### src/rtl/stb_pkg.sv
// Shared types and helpers for the STB write-port arbiter.
// Pulled in by the top module and by the bench.
package stb_pkg;

  typedef enum logic [2:0] {
    IDLE      = 3'b001,
    DATA      = 3'b010,
    WAIT_RESP = 3'b100
  } stb_state_e;

  localparam logic [1:0] RESP_OK      = 2'b01;
  localparam logic [1:0] RESP_TMO_ERR = 2'b10;

  // Low bit of requester idx's field inside a packed per-requester bus.
  function automatic int fld_lo(input int idx, input int width);
    return idx * width;
  endfunction

endpackage

### src/rtl/stb_rr_arbiter.sv
// Combinational round-robin pick.
// Returns the first requester at or after the pointer, as a one-hot vector and as an index.
module stb_rr_arbiter #(
  parameter int NUM_REQ = 2,
  parameter int IDX_W   = 1
) (
  input  logic [NUM_REQ-1:0] i_req,
  input  logic [IDX_W-1:0]   i_ptr,
  output logic [NUM_REQ-1:0] o_grant,
  output logic [IDX_W-1:0]   o_idx
);

  logic [2*NUM_REQ-1:0] w_req2;
  logic [NUM_REQ-1:0]   w_rot;
  logic [IDX_W-1:0]     w_off;
  logic [IDX_W:0]       w_sum;

  // Rotate so bit 0 is the pointer position; the lowest set bit is the winner.
  assign w_req2 = {i_req, i_req} >> i_ptr;
  assign w_rot  = w_req2[NUM_REQ-1:0];

  always_comb begin
    w_off = '0;
    for (int k = NUM_REQ - 1; k >= 0; k--) begin
      if (w_rot[k]) w_off = IDX_W'(k);
    end
  end

  assign w_sum   = {1'b0, i_ptr} + {1'b0, w_off};
  assign o_idx   = (w_sum >= (IDX_W+1)'(NUM_REQ)) ? IDX_W'(w_sum - (IDX_W+1)'(NUM_REQ))
                                                  : w_sum[IDX_W-1:0];
  assign o_grant = (|i_req) ? (NUM_REQ'(1) << o_idx) : '0;

endmodule

### src/rtl/stb_wr_arbiter.sv
// Shares one write-only burst slave port between NUM_REQ store requesters.
// Grants are round-robin and held for a whole burst plus its response.
module stb_wr_arbiter
  import stb_pkg::*;
#(
  parameter int NUM_REQ    = 2,
  parameter int ADDR_WIDTH = 32,
  parameter int DATA_WIDTH = 128,
  parameter int BYTE_STRB  = DATA_WIDTH / 8,
  parameter int RESP_TMO   = 64
) (
  input  logic                            clk,
  input  logic                            rst_n,
  input  logic [NUM_REQ-1:0]              req_write,
  input  logic [NUM_REQ-1:0]              req_last,
  input  logic [NUM_REQ*ADDR_WIDTH-1:0]   req_addr,
  input  logic [NUM_REQ*DATA_WIDTH-1:0]   req_data,
  input  logic [NUM_REQ*BYTE_STRB-1:0]    req_strb,
  input  logic [NUM_REQ*3-1:0]            req_size,
  input  logic [NUM_REQ*2-1:0]            req_burst,
  input  logic [NUM_REQ*4-1:0]            req_len,
  output logic [NUM_REQ-1:0]              req_accept,
  output logic [NUM_REQ-1:0]              req_resp_valid,
  output logic [1:0]                      req_resp,
  output logic [ADDR_WIDTH-1:0]           m_addr,
  output logic [DATA_WIDTH-1:0]           m_data,
  output logic [BYTE_STRB-1:0]            m_wstrb,
  output logic [2:0]                      m_size,
  output logic [1:0]                      m_burst,
  output logic [3:0]                      m_len,
  output logic                            m_write,
  output logic                            m_last,
  output logic                            m_read,
  output logic                            m_ready,
  input  logic                            s_accept,
  input  logic                            s_valid,
  input  logic [1:0]                      s_resp
);

  localparam int IDX_W = (NUM_REQ > 1) ? $clog2(NUM_REQ) : 1;
  localparam int CNT_W = $clog2(RESP_TMO + 1);
  localparam logic [CNT_W-1:0] TMO_LAST = CNT_W'(RESP_TMO - 1);
  localparam logic [IDX_W-1:0] IDX_LAST = IDX_W'(NUM_REQ - 1);

  stb_state_e         r_state, w_state_nx;
  logic [IDX_W-1:0]   r_grant, w_grant_nx;
  logic [NUM_REQ-1:0] r_grant_oh, w_grant_oh_nx;
  logic [IDX_W-1:0]   r_ptr, w_ptr_nx, w_ptr_inc;
  logic [CNT_W-1:0]   r_cnt, w_cnt_nx;
  logic [NUM_REQ-1:0] w_arb_oh;
  logic [IDX_W-1:0]   w_arb_idx;

  logic [ADDR_WIDTH-1:0] w_addr_a  [NUM_REQ];
  logic [DATA_WIDTH-1:0] w_data_a  [NUM_REQ];
  logic [BYTE_STRB-1:0]  w_strb_a  [NUM_REQ];
  logic [2:0]            w_size_a  [NUM_REQ];
  logic [1:0]            w_burst_a [NUM_REQ];
  logic [3:0]            w_len_a   [NUM_REQ];

  for (genvar gi = 0; gi < NUM_REQ; gi++) begin : g_unpack
    assign w_addr_a[gi]  = req_addr[fld_lo(gi, ADDR_WIDTH) +: ADDR_WIDTH];
    assign w_data_a[gi]  = req_data[fld_lo(gi, DATA_WIDTH) +: DATA_WIDTH];
    assign w_strb_a[gi]  = req_strb[fld_lo(gi, BYTE_STRB) +: BYTE_STRB];
    assign w_size_a[gi]  = req_size[fld_lo(gi, 3) +: 3];
    assign w_burst_a[gi] = req_burst[fld_lo(gi, 2) +: 2];
    assign w_len_a[gi]   = req_len[fld_lo(gi, 4) +: 4];
  end

  stb_rr_arbiter #(
    .NUM_REQ (NUM_REQ),
    .IDX_W   (IDX_W)
  ) u_arb (
    .i_req   (req_write),
    .i_ptr   (r_ptr),
    .o_grant (w_arb_oh),
    .o_idx   (w_arb_idx)
  );

  assign w_ptr_inc = (r_grant == IDX_LAST) ? '0 : r_grant + 1'b1;
  assign m_read    = 1'b0;

  always_ff @(posedge clk or negedge rst_n) begin
    if (!rst_n) begin
      r_state    <= IDLE;
      r_grant    <= '0;
      r_grant_oh <= '0;
      r_ptr      <= '0;
      r_cnt      <= '0;
    end else begin
      r_state    <= w_state_nx;
      r_grant    <= w_grant_nx;
      r_grant_oh <= w_grant_oh_nx;
      r_ptr      <= w_ptr_nx;
      r_cnt      <= w_cnt_nx;
    end
  end

  always_comb begin
    w_state_nx     = r_state;
    w_grant_nx     = r_grant;
    w_grant_oh_nx  = r_grant_oh;
    w_ptr_nx       = r_ptr;
    w_cnt_nx       = r_cnt;
    req_accept     = '0;
    req_resp_valid = '0;
    req_resp       = '0;
    m_addr         = '0;
    m_data         = '0;
    m_wstrb        = '0;
    m_size         = '0;
    m_burst        = '0;
    m_len          = '0;
    m_write        = 1'b0;
    m_last         = 1'b0;
    m_ready        = 1'b0;

    unique case (r_state)
      IDLE: begin
        if (|req_write) begin
          w_grant_nx    = w_arb_idx;
          w_grant_oh_nx = w_arb_oh;
          w_state_nx    = DATA;
        end
      end

      // Owner keeps the port across bubbles; other requesters are not looked at here.
      DATA: begin
        m_addr     = w_addr_a[r_grant];
        m_data     = w_data_a[r_grant];
        m_wstrb    = w_strb_a[r_grant];
        m_size     = w_size_a[r_grant];
        m_burst    = w_burst_a[r_grant];
        m_len      = w_len_a[r_grant];
        m_last     = req_last[r_grant];
        m_write    = req_write[r_grant] & s_accept;
        req_accept = r_grant_oh & {NUM_REQ{m_write}};
        if (m_write && req_last[r_grant]) begin
          w_state_nx = WAIT_RESP;
          w_cnt_nx   = '0;
        end
      end

      // A real response wins over a timeout landing in the same cycle.
      WAIT_RESP: begin
        m_ready  = 1'b1;
        w_cnt_nx = r_cnt + 1'b1;
        if (s_valid || (r_cnt == TMO_LAST)) begin
          req_resp_valid = r_grant_oh;
          req_resp       = s_valid ? s_resp : RESP_TMO_ERR;
          w_ptr_nx       = w_ptr_inc;
          w_state_nx     = IDLE;
        end
      end

      default: w_state_nx = IDLE;
    endcase
  end

endmodule

### config.mk
export PLATFORM = sky130hd
export DESIGN_NAME = stb_wr_arbiter
export DESIGN_NICKNAME = d
export VERILOG_FILES = /design/src/rtl/stb_pkg.sv /design/src/rtl/stb_rr_arbiter.sv /design/src/rtl/stb_wr_arbiter.sv
export SDC_FILE = /design/constraint.sdc
export NUM_CORES = 1
export LEC_CHECK = 0
export BUFFER_PORTS_ARGS = -buffer_cell sky130_fd_sc_hd__buf_2
export CORE_AREA = 2 2 227 229
export DETAILED_ROUTE_END_ITERATION = 8
export DIE_AREA = 0 0 229 231
export PLACE_DENSITY_LB_ADDON = 0.12
export SLEW_MARGIN = 20
export SYNTH_ARGS = -nofsm -noshare
export SYNTH_HDL_FRONTEND = slang
export SYNTH_SLANG_ARGS = --single-unit
### constraint.sdc
create_clock -name clk -period 1.65 [get_ports clk]
set_clock_uncertainty 0.1 [all_clocks]
set_input_delay 0.2475 -clock clk [delete_from_list [all_inputs] [get_ports clk]]
set_output_delay 0.2475 -clock clk [all_outputs]
set_load 0.02 [all_outputs]
Word-level counts from Yosys, hierarchy flattened
Index checks and enable logic that the tools add are counted.
{ "classes": {"n_lt_le_gt_ge": 3, "div_mod_pow": 0, "n_eq_ne": 7, "mux": 47, "bitwise_logic": 3, "addsub": 4, "n_mul": 0, "n_shift": 2, "n_reduce_logical": 8} }
{ "ops": {"columns": ["cell", "count"], "rows": [
  ["$mux W128", 4],
  ["$mux W32", 4],
  ["$mux W16", 4],
  ["$mux W3", 7],
  ["$mux W2", 10],
  ["$mux W4", 4],
  ["$pmux W7 S2", 1],
  ["$mux W1", 11],
  ["$pmux W3 S3", 1],
  ["$add A7 B1 Y7 const B", 1],
  ["$eq A7 B6 Y1 const B", 1],
  ["$mux W7", 1],
  ["$ne A2 B2 Y1 const B", 3],
  ["$reduce_and A2 Y1", 3],
  ["$ge A2 B2 Y1 const B", 2],
  ["$shr A4 B1 Y2", 1],
  ["$eq A3 B1 Y1 const B", 1],
  ["$eq A3 B2 Y1 const B", 1],
  ["$eq A3 B3 Y1 const B", 1],
  ["$reduce_and A3 Y1", 1],
  ["$add A1 B1 Y2", 1],
  ["$and A2 B2 Y2", 1],
  ["$lt A1 B2 Y1 const B", 1],
  ["$not A1 Y2", 1],
  ["other kinds (8)", 8]
]} }
{ "word_totals": {"ram_bits": 0, "register_bits": 14, "inputBits": 380, "memories": 0, "elab_cells": 79, "mem_bits_ro": 0, "latchBits": 0, "out_inout_bits": 195} }

Logic depth before layout (Yosys ltp)
{ "depth": {"word_depth": 7, "mapped_depth": 6, "depth_no_buf": 5} }

By module
Synthesis repeated with hierarchy kept, for this count alone.
{ "hier_totals": {"cells_unflattened": 498, "hier_area_um2": 3559.7} }
{ "by_module_without_submodules": {"columns": ["mod", "instances", "area_each_um2", "cells_per_inst", "seq_area_each_um2"], "rows": [
  ["stb_wr_arbiter", 1, 3532.1, 494, 351.6],
  ["stb_rr_arbiter", 1, 27.5, 4, 0.0]
]} }

Least setup slack after synthesis
OpenSTA, ideal clock, no wires.
{ "synth_timing": {"kind": "flip-flop to output port", "start": "reg r_cnt[0]", "end": "out req_resp[1]", "arrival_time_ns": 1.574, "path_stages_with_launch": 6, "slack_ns": -0.271, "path_buffers": 0, "t_required_ns": 1.302, "cell_sequence": "dfrtp_1 ha_1 and4_1 nand2_1 or3_1 a21oi_1"} }
{ "synth_via": {"elab_chain_cells": 4} }
{ "synth_lines": {"columns": ["item", "line", "rtl"], "rows": [
  ["start, declared", "stb_wr_arbiter.sv:49", "logic [CNT_W-1:0] r_cnt, w_cnt_nx;"],
  ["start signal, assigned", "stb_wr_arbiter.sv:94", "r_cnt <= w_cnt_nx;"],
  ["$eq A7 B6 Y1", "stb_wr_arbiter.sv:147", "if (s_valid || (r_cnt == TMO_LAST)) begin"],
  ["$logic_or A1 B1 Y1", "stb_wr_arbiter.sv:147", null],
  ["$mux W2", "stb_wr_arbiter.sv:147", null],
  ["$mux W2", "stb_wr_arbiter.sv:117", "unique case (r_state)"],
  ["end, declared", "stb_wr_arbiter.sv:24", "output logic [1:0] req_resp,"]
]} }
Every way passes these cells.

Worst setup path after layout
{ "layout_timing": {"start": "reg r_grant", "end": "out m_last"} }
{ "layout_via": {"elab_chain_cells": 3} }
{ "layout_lines": {"columns": ["item", "line", "rtl"], "rows": [
  ["start, declared", "stb_wr_arbiter.sv:46", "logic [IDX_W-1:0] r_grant, w_grant_nx;"],
  ["start signal, assigned", "stb_wr_arbiter.sv:91", "r_grant <= w_grant_nx;"],
  ["$mux W1 (implied by the code) (2 in a row)", "stb_wr_arbiter.sv:134", "m_last = req_last[r_grant];"],
  ["$mux W1", "stb_wr_arbiter.sv:117", null],
  ["end, declared", "stb_wr_arbiter.sv:32", "output logic m_last,"]
]} }
Every way passes these cells. The select of a mux whose other input is x is not followed.

==> results.py <==
metrics = {
    "pwr": {
        "powerDensity_nw_per_um2": 1446,
        "power.leakage_nw": 5.264,
        "ir_drop_mv": 0.6588,
    },
    "routing": {
        "wire_per_inst_um": 15.30,
        "wirelength_mm": 28.11,
        "drtIter0Drc": 133,
        "via_per_inst": 3.373,
        "dr.pass1.iters": 4,
        "drtAntennaViolNets": 0,
        "num_vias": 6197,
        "drc": 0,
    },
    "worst_setup_path": {
        "crit_path_max_fanout": 4,
        "cp_cell_sequence": "buf_12 > buf_8 > buf_6 > mux2_4 > and2_4 > buf_6",
        "critPathKind": "flop to primary output",
        "reg2reg_slack_ps": -280,
        "worst_path_most_repeated_cell": "buf_6",
        "critPathMaxStageDelay_ps": 500,
        "crit_slowest_cell": "dfrtp_4",
        "worstRegToRegCells": 9,
        "endpoint_kind": "primary output",
        "reg2reg_to": "r_cnt[5]",
        "r2r-start": "r_grant",
        "worst_ep_arrival_time_ps": 1690,
        "critPathLaunchType": "flop",
        "required_ps": 1300,
    },
    "synth": {
        "synth_seq_cells": 13,
        "synth_nets": 878,
        "synthArstFlopShare_pct": 100.0,
        "synth.distinct_cells": 34,
        "ys_seq_area_share_pct": 9.272,
        "synth_top_area_cell": "mux2i_1",
        "syn_area_um2": 3522,
        "yosys_warnings": 0,
        "synth_common_cells": "nor2_1, mux2i_1, buf_2",
        "synth.avg_cell_area_um2": 7.087,
        "synth_top_cell_area_share_pct": 52.58,
        "synth-edff-count": 0,
        "synth.most_common_cell": "nor2_1",
        "synth_ff_type": "dfrtp_1",
        "synth_area_leaders": "mux2i_1, nor2_1, dfrtp_1",
        "synth_cells": 497,
    },
    "placement": {
        "dpl.cell_count": 1790,
        "gp_congestion": 0.7862,
        "dp_slack_ps": -200.3,
        "dp_hpwl_mm": 20.72,
        "placed_area_um2": 7854,
        "port_buffers": 573,
    },
    "clocking": {
        "clockBufferDepth": 2,
        "cts_buffers": 3,
        "cts_tree": "yes",
        "cts_root_buf": "clkbuf_16",
        "cts.sinks": 13,
        "clk_pin_slew_worst_paths_ps": 50,
        "insertion_delay_ps": 240,
        "htree_levels": 1,
    },
    "timing": {
        "finalSetupTns_ps": -60980,
        "fin_ws_ps": -392.4,
        "finalSetupViolations": 202,
        "finalCritPeriodShare_pct": 123.8,
        "hold_ws_ps": 234.8,
        "rsz0062_at_grt": "true",
        "period_needed_ps": 2042,
        "fmax_ghz": 0.4896,
        "drv_slew": 0,
        "hold_viol": 0,
    },
    "status": {
        "status": "complete, but fails checks",
        "failed_checks": "setup timing",
    },
    "floorplan": {
        "num_rows": 83,
        "fp.dieH_um": 231,
        "die_area_um2": 52900,
        "die_w_um": 229,
        "ios": 575,
        "start_util_pct": 6.950,
        "core-area_um2": 50680,
    },
    "grt": {
        "antenna_found_initial": 0,
        "grtUsageTotal_pct": 9.125,
        "first_global_vias": 6112,
        "grt_pass1_wl_mm": 37.10,
        "grt_overflow_total": 0,
        "grt_max_degree": 32,
    },
    "final_layout": {
        "stdcell_area_um2": 10570,
        "syn2layout_area_growth_pct": 200.2,
        "layout.nets": 1539,
        "final_cells": 1837,
        "drive_gt1_share_pct": 74.42,
        "diodes": 0,
    },
    "min_path": {
        "worstHoldEndpoint": "r_state[1]",
        "min_from": "s_accept",
        "hp-class": "input port to flop",
        "hold_depth": 3,
    },
    "run": {
        "cap_violations": 0,
    },
}
==> cell families (layout without fill, tap and decap cells) <==
kind of cell	after synthesis	in the layout	synth area share (%)
AO/OA/AOI/OAI	21	21	3.695
XOR/XNOR	1	1	0.2487
adder cells (fa/ha/maj)	1	1	0.3552
buffers and inverters	46	706	6.643
flip-flops	13	13	9.272
multiplexers	187	187	53.43
other	1	1	0.1065
AND/OR/NAND/NOR	227	227	26.25
==> report_power, final <==
part | switching [mW] | internal [mW]
clock network | 0.146 | 0.327
logic | 6.72 | 7.47
registers | 0.148 | 0.479
==> routing by layer <==
metal	routed length [µm]	part of all wire [%]	vias up	GRT usage, %
li1	-	-	3025	-
met1	10440	37	2804	10.37
met2	15460	55	346	18.03
met3	1788	6.4	22	1.482
met4	416	1.5	0	1.218
met5	0	0	-	0
==> final cells by class <==
class | instances | area, µm²
tap | 680 | 850.8
multi-input combinational | 438 | 4063
clock buffer | 4 | 78.83
timing repair buffer | 700 | 5239
fill | 5677 | 40100
inverter | 2 | 12.51
sequential | 13 | 330.3
==> critical path: cells and delay by family, from the launching register on <==
kind          cells  cell delay, ps
mux               1             300
flops             1             500
buf+inv           4             500
simple gates      1             140
==> how the worst max path moves through the flow <==
stage	start	to	cells after the start
floorplan	r_cnt[0]	req_resp[1]	5
global placement	r_grant	m_data[12]	5
detailed placement	r_grant	m_data[12]	5
CTS	r_cnt[0]	req_resp[1]	6
global route	r_state[2]	m_data[123]	6
finish	r_grant	m_last	6
==> timing repair <==
item	4_1_cts	5_1_grt
endpoints found under the hold margin	12	0
hold buffers	1	0
pin swaps	13	15
resized for setup	226	321
gates cloned	8	8
setup buffers	25	3
endpoints found under the setup margin	199	206
==> flip-flops by register name, summed over array words and instances, names as in the netlist <==
| register | flops |
|---|---|
| r_cnt | 7 |
| r_state | 3 |
| r_grant | 1 |
| r_grant_oh | 1 |
| r_ptr | 1 |
==> per-stage QoR <==
step / util, % / total power [mW]
floorplan: - / 5.968
global placement: 15.50 / 9.831
detailed placement: 15.50 / 9.720
CTS: 17.91 / 12.79
global route: 20.86 / 16.20
finish: 20.86 / 15.29
==> layout by cell type (no fill, tap or decap), types with 2 or more instances in the layout <==
master,instances
nor2_1,123
nor2_4,48
mux2i_1,123
and2_4,3
nand2_2,2
nand3_1,3
dfrtp_1,11
and3_4,3
mux2i_4,41
buf_12,17
mux2i_2,21
and2_1,3
buf_8,12
buf_2,396
a21oi_1,4
nand2_4,2
clkbuf_16,10
mux2_4,2
o21ai_1,2
buf_16,11
o21ai_2,3
o21ai_0,3
a21o_1,2
nand2_1,12
buf_6,87
buf_4,169
nor2_2,21
o31ai_1,2
(Power assumes the default switching activity.)
